### src/rtl/ofs_asp_mmio64_csr_responder.sv
// ofs_asp_mmio64_csr_responder
// Avalon-MM responder for 64-bit host MMIO in the pClk domain. It decodes
// host CSR accesses into a DFH header, AFU ID words, a scratch register,
// cycle and write counters, and a soft-reset control. Reads return with a
// fixed two-cycle latency and are fully pipelined. A write to CTRL bit 0
// starts a kernel soft-reset pulse.

module ofs_asp_mmio64_csr_responder #(
    parameter int unsigned ADDR_W          = 8,
    parameter logic [63:0] DFH_VALUE       = 64'h1000_0000_0000_1000,
    parameter logic [63:0] AFU_ID_L        = 64'h0,
    parameter logic [63:0] AFU_ID_H        = 64'h0,
    parameter int unsigned SOFT_RST_CYCLES = 16
) (
    input  logic              pClk,
    input  logic              pClk_reset,
    input  logic [ADDR_W-1:0] avs_address,
    input  logic              avs_read,
    input  logic              avs_write,
    input  logic [63:0]       avs_writedata,
    input  logic [7:0]        avs_byteenable,
    output logic              avs_waitrequest,
    output logic [63:0]       avs_readdata,
    output logic              avs_readdatavalid,
    output logic              soft_reset_out
);

    localparam int unsigned      CNT_W    = $clog2(SOFT_RST_CYCLES + 1);
    localparam logic [CNT_W-1:0] CNT_LOAD = CNT_W'(SOFT_RST_CYCLES);

    localparam logic [ADDR_W-1:0] REG_DFH     = ADDR_W'(0);
    localparam logic [ADDR_W-1:0] REG_ID_L    = ADDR_W'(1);
    localparam logic [ADDR_W-1:0] REG_ID_H    = ADDR_W'(2);
    localparam logic [ADDR_W-1:0] REG_SCRATCH = ADDR_W'(3);
    localparam logic [ADDR_W-1:0] REG_CYCLES  = ADDR_W'(4);
    localparam logic [ADDR_W-1:0] REG_WRCOUNT = ADDR_W'(5);
    localparam logic [ADDR_W-1:0] REG_CTRL    = ADDR_W'(6);

    typedef enum logic [0:0] {
        ST_INIT  = 1'b0,
        ST_READY = 1'b1
    } state_t;

    state_t            state_q;
    state_t            state_d;

    logic              rd_acc;
    logic              wr_acc;
    logic              soft_trig;

    logic [63:0]       scratch;
    logic [63:0]       cycle_count;
    logic [31:0]       wr_count;
    logic [CNT_W-1:0]  rst_cnt;

    logic              rd_s1_valid;
    logic [ADDR_W-1:0] rd_s1_addr;
    logic [63:0]       rd_s1_cycles;
    logic [63:0]       rd_value;

    // Interface state register: stays in INIT through reset and one cycle after.
    always_ff @(posedge pClk) begin
        if (pClk_reset) begin
            state_q <= ST_INIT;
        end else begin
            state_q <= state_d;
        end
    end

    // Next-state logic: INIT always advances to READY, READY is terminal.
    always_comb begin
        state_d = state_q;
        case (state_q)
            ST_INIT:  state_d = ST_READY;
            ST_READY: state_d = ST_READY;
            default:  state_d = ST_INIT;
        endcase
    end

    assign avs_waitrequest = (state_q == ST_INIT);

    // A simultaneous read and write performs the write and drops the read.
    assign wr_acc    = avs_write & ~avs_waitrequest;
    assign rd_acc    = avs_read & ~avs_write & ~avs_waitrequest;
    assign soft_trig = wr_acc & (avs_address == REG_CTRL)
                     & avs_byteenable[0] & avs_writedata[0];

    // Scratch register with byte-lane masked writes.
    always_ff @(posedge pClk) begin
        if (pClk_reset) begin
            scratch <= '0;
        end else if (wr_acc && (avs_address == REG_SCRATCH)) begin
            for (int unsigned i = 0; i < 8; i++) begin
                if (avs_byteenable[i]) begin
                    scratch[i*8 +: 8] <= avs_writedata[i*8 +: 8];
                end
            end
        end
    end

    // Free-running 64-bit cycle counter since reset.
    always_ff @(posedge pClk) begin
        if (pClk_reset) begin
            cycle_count <= '0;
        end else begin
            cycle_count <= cycle_count + 64'd1;
        end
    end

    // Count of accepted writes to any address, 32-bit wrapping.
    always_ff @(posedge pClk) begin
        if (pClk_reset) begin
            wr_count <= '0;
        end else if (wr_acc) begin
            wr_count <= wr_count + 32'd1;
        end
    end

    // Soft-reset pulse timer: each trigger reloads the full length.
    always_ff @(posedge pClk) begin
        if (pClk_reset) begin
            rst_cnt <= '0;
        end else if (soft_trig) begin
            rst_cnt <= CNT_LOAD;
        end else if (rst_cnt != '0) begin
            rst_cnt <= rst_cnt - CNT_W'(1);
        end
    end

    assign soft_reset_out = (rst_cnt != '0);

    // Read stage 1: capture address and the cycle count of the accept cycle.
    always_ff @(posedge pClk) begin
        if (pClk_reset) begin
            rd_s1_valid  <= 1'b0;
            rd_s1_addr   <= '0;
            rd_s1_cycles <= '0;
        end else begin
            rd_s1_valid <= rd_acc;
            if (rd_acc) begin
                rd_s1_addr   <= avs_address;
                rd_s1_cycles <= cycle_count;
            end
        end
    end

    // Register-map decode for the read in stage 1.
    always_comb begin
        rd_value = '0;
        case (rd_s1_addr)
            REG_DFH:     rd_value = DFH_VALUE;
            REG_ID_L:    rd_value = AFU_ID_L;
            REG_ID_H:    rd_value = AFU_ID_H;
            REG_SCRATCH: rd_value = scratch;
            REG_CYCLES:  rd_value = rd_s1_cycles;
            REG_WRCOUNT: rd_value = {32'h0, wr_count};
            REG_CTRL:    rd_value = {62'h0, soft_reset_out, 1'b0};
            default:     rd_value = '0;
        endcase
    end

    // Read stage 2: registered response, one valid pulse per accepted read.
    always_ff @(posedge pClk) begin
        if (pClk_reset) begin
            avs_readdatavalid <= 1'b0;
            avs_readdata      <= '0;
        end else begin
            avs_readdatavalid <= rd_s1_valid;
            if (rd_s1_valid) begin
                avs_readdata <= rd_value;
            end
        end
    end

endmodule

### config.mk
export PLATFORM = sky130hd
export DESIGN_NAME = ofs_asp_mmio64_csr_responder
export DESIGN_NICKNAME = d
export VERILOG_FILES = /design/src/rtl/ofs_asp_mmio64_csr_responder.sv
export SDC_FILE = /design/constraint.sdc
export NUM_CORES = 1
export LEC_CHECK = 0
export ABC_AREA = 1
export CAP_MARGIN = 20
export CORE_UTILIZATION = 30
export DETAILED_ROUTE_END_ITERATION = 16
export GPL_TIMING_DRIVEN = 0
export HOLD_SLACK_MARGIN = 0.06
export PLACE_DENSITY_LB_ADDON = 0.08
export SETUP_SLACK_MARGIN = 0.15
export SLEW_MARGIN = 10
export SYNTH_ARGS = -nofsm -noshare
export SYNTH_HDL_FRONTEND = slang
export SYNTH_SLANG_ARGS = --single-unit
### constraint.sdc
create_clock -name pClk -period 3.8 [get_ports pClk]
set_clock_uncertainty 0.05 [all_clocks]
set_input_delay 0.76 -clock pClk [delete_from_list [all_inputs] [get_ports pClk]]
set_output_delay 0.76 -clock pClk [all_outputs]
set_load 0.005 [all_outputs]
==> Word-level counts from Yosys, hierarchy flattened <==
Index checks and enable logic that the tools add are counted.
{ "word_totals": {"mem_count": 0, "latchBits": 0, "mem_bits_ro": 0, "ff_bits": 304, "out_inout_bits": 67, "mem_bits_rw": 0} }
{ "classes": {"n_eq_ne": 6, "multipliers": 0, "shifts": 0, "addsub": 3, "div": 0, "n_bitwise": 8, "reduce_logical": 13, "mux": 4, "order_cmp": 0} }
{ "ops": {"columns": ["cell", "count"], "rows": [
  ["one-hot mux 64 bit (5 select lines)", 1],
  ["adder 64 x 1 -> 64 bit (second input constant)", 1],
  ["adder 32 x 1 -> 32 bit (second input constant)", 1],
  ["== test 8 x 3 -> 1 bit (second input constant)", 4],
  ["== test 8 x 2 -> 1 bit (second input constant)", 2],
  ["AND reduction 2 bit", 8],
  ["2-to-1 mux 5 bit", 2],
  ["logical NOT 8 bit", 1],
  ["AND 1 bit", 6],
  ["nonzero test 5 bit", 1],
  ["subtractor 5 x 1 -> 5 bit (second input constant)", 1],
  ["NOT 1 bit", 2],
  ["nonzero test 2 bit", 1],
  ["OR reduction 2 bit", 1],
  ["logical AND 1 bit", 1],
  ["2-to-1 mux 1 bit", 1]
]} }

==> Depth between registers and ports, before layout <==
{ "logic_depth": {"depth_word": 5, "depth_mapped": 10} }

==> Least setup slack after synthesis <==
Ideal clock, no wire load.
{ "synth_timing": {"kind": "input -> register", "from": "input pClk_reset", "to": "register rd_s1_cycles[26]", "arrival_time_ns": 1.732, "path_buffers": 3, "stages": 6, "setup_slack_ns": 1.954, "required_time_ns": 3.685, "path_cell_list": "clkbuf_1 -> inv_1 -> clkbuf_1 -> clkbuf_1 -> o21ai_0 -> nor2_1"} }
{ "synth_lines": {"columns": ["element", "line_no", "rtl"], "rows": [
  ["start: declaration", "16", "input logic pClk_reset,"],
  ["end signal: assignment", "142", "rd_s1_cycles <= cycle_count;"],
  ["end: declaration", "58", "logic [63:0] rd_s1_cycles;"]
]} }

==> Worst setup path in the final report <==
{ "layout_timing": {"from": "register rst_cnt[0]", "to": "output soft_reset_out"} }
{ "layout_via": {"elab_chain_len": 1} }
{ "layout_lines": {"columns": ["element", "line_no", "rtl"], "rows": [
  ["start: declaration", "54", "logic [CNT_W-1:0] rst_cnt;"],
  ["start signal: assignment", "126", "rst_cnt <= rst_cnt - CNT_W'(1);"],
  ["nonzero test 5 bit", "130", "assign soft_reset_out = (rst_cnt != '0);"],
  ["end: declaration", "25", "output logic soft_reset_out"]
]} }
No other way between the ends.

==> impl_results.md <==
* Setup crit end kind: primary output
* Logic pwr share at 0.069
* Final hold violation count at 0
* Sw Pwr at 0.001750 W
* Die area at between 40000 and 50000 sq um
* Hold Buf Count CTS at 0
* Iter 0 DRT Violations at ~950
* RSZ-0062 raised after global routing: no
* Slowest CP cell: clkdlybuf4s50_1
* Cell area after synthesis at 13610 sq um
* Critical path cell sequence: inv_1, ha_1, nand3b_1, clkdlybuf4s50_1
* Max Freq at about 350 MHz
* Clock slew at reported path FFs at 0.05 ns
* Initial antenna violation count at 1
* Hold Path Cell Cnt at 2
* Leak at between 6 and 7 nW
* CTS Buf Count at 37
* Sinks on Clock Net at between 300 and 400
* Cell variety after synth at 33
* Complex-gate fraction of the synthesized area at 0.1313
* H-tree levels at 2
* Minimum clock period at ~2.8 ns
* Dominant synthesized flop cell: dfxtp_1
* Worst Path Buf+Inv at 2
* Post-synth EDFFs at 0
* Number of placement rows at slightly below 80
* Internal power at 0.005491 W
* Overall power at 0.007240 W
* Fin nets at about 2300
* PortBufs at 149
* P&R area growth vs syn at 25.05%
* Root Buffer: clkbuf_16
* Post-Synth XOR/XNOR Area at 0.009650
* Main combinational cell family by area after synthesis: simple AND/OR/NAND/NOR gates
* Max-cap violations at 0
* Post-synth ARST share at 0
* Syn. warnings at 0
* CP Class: reg -> out
* Vias in the first global route at 13110
* Final wirelength at around 50000 microns
* Area contributors post-synth: dfxtp_1 45%, nand2_1 14%, nor2_1 10%
* Initial Utilization at 0.3059
* Synth Area in Adders at 0.002757
* Global-route wire length before repair at around 77000 microns
* GPL Wtd Cong at around 0.9
* Fin crit share at 0.7424
* Syn_nets at approximately 2100
* Final core occ at 0.3825
* Post-synth top area share at 0.4470
* Final ANT Viol Nets at 0
* Worst R2R Path Depth at 8
* Worst slew margin at 0.3548
* Via-to-Cell Ratio at 4.811
* Via count at between 10000 and 15000
* Net Sw Frac at 0.2416
* Clk_lat worst skew at between 0.5 and 0.6 ns
* R2R Setup Slk at roughly 1.6 ns
* Drt first pass iters at 5
* Commonest non-fill, non-tap cells in the layout: 500 x nand2_1, 380 x nor2_1, 304 x dfxtp_1, 178 x nand3_1, 175 x a21oi_1
* Critical path peak fanout at 7
* Post_cts resized at 0
* Critical Path RT at ~3.0 ns
* Post-Synth Simple-Gate Area at 0.3460
* Power per cell area at between 400 and 500 nW/um^2
* Final Slew Violations at 0
* Finish-stage setup viols at 0
* CTS tree: done
* Synth area leader: dfxtp_1
* Max rail drop VDD at about 0.28 mV
* Setup bufs post-CTS at 0
* CP startpoint kind: flip-flop
* Stages on worst setup path at 4
* Total grt overflow at 0
* Die Width at 215.0 microns
* Final hold slack at approximately 0.4 ns
* CTS max path bufs at 3
* Fraction of layout cells with a size suffix above 1 at 0.04059
* # DRC at 0
* CP max stage delay at about 0.57 ns
* Sequential-to-total area share from yosys stat at 0.4470
* Multiplexer share of the synthesized area at 0.0007352
* Synth Register Bits at roughly 300
* Mapped Cells at ~2000
* Drt wl/cell at between 15 and 20 microns
* Seq pwr share at 0.454
* Most common cell after layout, fill and taps aside: nand2_1
* Crit path max-delay family: buffers and inverters
* Mapped Avg Cell Area at approximately 6.7 sq um
* Vert. Die Dim at between 200 and 250 microns
* Setup TNS at 0 ns
* Worst Path Arrival at between 2 and 2.5 ns
* Largest net degree at the start of global routing at 13
* Clk pwr share at 0.477
* I/O pin count at ~150
* Core Box Area at 44510 sq um
* Fillers at about 4900
* Outcome: completed
* Slew @ Worst Pin at between 0.9 and 1 ns
* Worst hold path type: reg -> reg
* GR Util All Layers at 0.2168
* HPWL after DPL at about 40000 microns
-- registers in the layout, indices dropped and copies added (netlist names) --
register / flops
rst_cnt: 5
avs_readdatavalid: 1
cycle_count: 64
wr_count: 32
avs_readdata: 64
state_q: 1
rd_s1_addr: 8
rd_s1_valid: 1
rd_s1_cycles: 64
scratch: 64
-- metal layers --
metal,GRT usage,up-vias,wire (microns)
met5,0,-,0
met4,0.06217,0,1282
met3,0.03539,65,2223
met2,0.3400,277,21890
met1,0.3048,6335,24820
li1,-,6962,-
-- cell type report --
type / instances / area [sq um] / share of cell area
multi-input combinational: 1502 / 6678 / 0.3922
sequential: 304 / 6086 / 0.3575
timing repair buffer: 150 / 1503 / 0.08826
clock buffer: 54 / 1092 / 0.06416
tap: 592 / 740.7 / 0.04351
inverter: 136 / 510.5 / 0.02998
buffer: 88 / 340.3 / 0.01999
clock inverter: 8 / 72.57 / 0.004263
antenna: 1 / 2.502 / 0.0001470
-- kinds of logic (layout without fill, tap and decap cells) --
family / Yosys count / in the layout
buffers and inverters: 224 / 436
and+or+nand+nor: 1129 / 1129
other: 0 / 1
AOI/OAI and AO/OA: 354 / 354
adders and majority gates: 3 / 3
DFF: 304 / 304
xor gates and xnor gates: 15 / 15
muxes: 1 / 1
-- synth_stat cells (7+ instances only) --
| master | instances |
|---|---|
| nand2_1 | 500 |
| nor2_1 | 380 |
| dfxtp_1 | 304 |
| nand3_1 | 178 |
| a21oi_1 | 175 |
| o21ai_0 | 159 |
| inv_1 | 134 |
| clkbuf_1 | 75 |
| nand4_1 | 26 |
| o21ai_1 | 13 |
| nor3_1 | 11 |
| nor2_4 | 10 |
| xor2_1 | 10 |
| buf_1 | 7 |
| nor2_2 | 7 |
-- path summary, 6_finish.rpt --
check | start | end
setup / recovery | rst_cnt[0] | soft_reset_out
hold / removal | rd_s1_addr[6] | rd_s1_addr[6]
setup reg to reg | rd_s1_addr[3] | avs_readdata[42]
hold reg to reg | rd_s1_addr[6] | rd_s1_addr[6]
-- power groups by stage --
stage	logic (W)	registers (W)	clock network [W]
6_report	0.000500	0.00329	0.00345
5_1_grt	0.000554	0.00329	0.00367
4_1_cts	0.000505	0.00329	0.00354
3_5_place_dp	0.000502	0.00336	0
3_3_place_gp	0.000498	0.00336	0
2_1_floorplan	0.000268	0.00334	0
-- worst register-to-register path, cell delays in order, from the launching register on --
cell	delay, ns
dfxtp_1	0.29
inv_1	0.08
nand2_1	0.10
nor2_1	0.46
buf_2	0.39
nand2_1	0.20
o21ai_0	0.32
nand2_1	0.11
a21oi_1	0.12
-- per-stage QoR --
stage / worst slack, ns / cell area, sq um / instances
2_1_floorplan: 1.954 / 13610 / 2030
4_1_cts: 0.9260 / 17020 / 2834
5_1_grt: 0.8471 / 17020 / 2834
6_report: 0.9791 / 17030 / 2835
3_5_place_dp: 0.6367 / 15860 / 2772
3_3_place_gp: 0.1733 / 15850 / 2771
No activity file was read; power rests on OpenSTA's default activity.
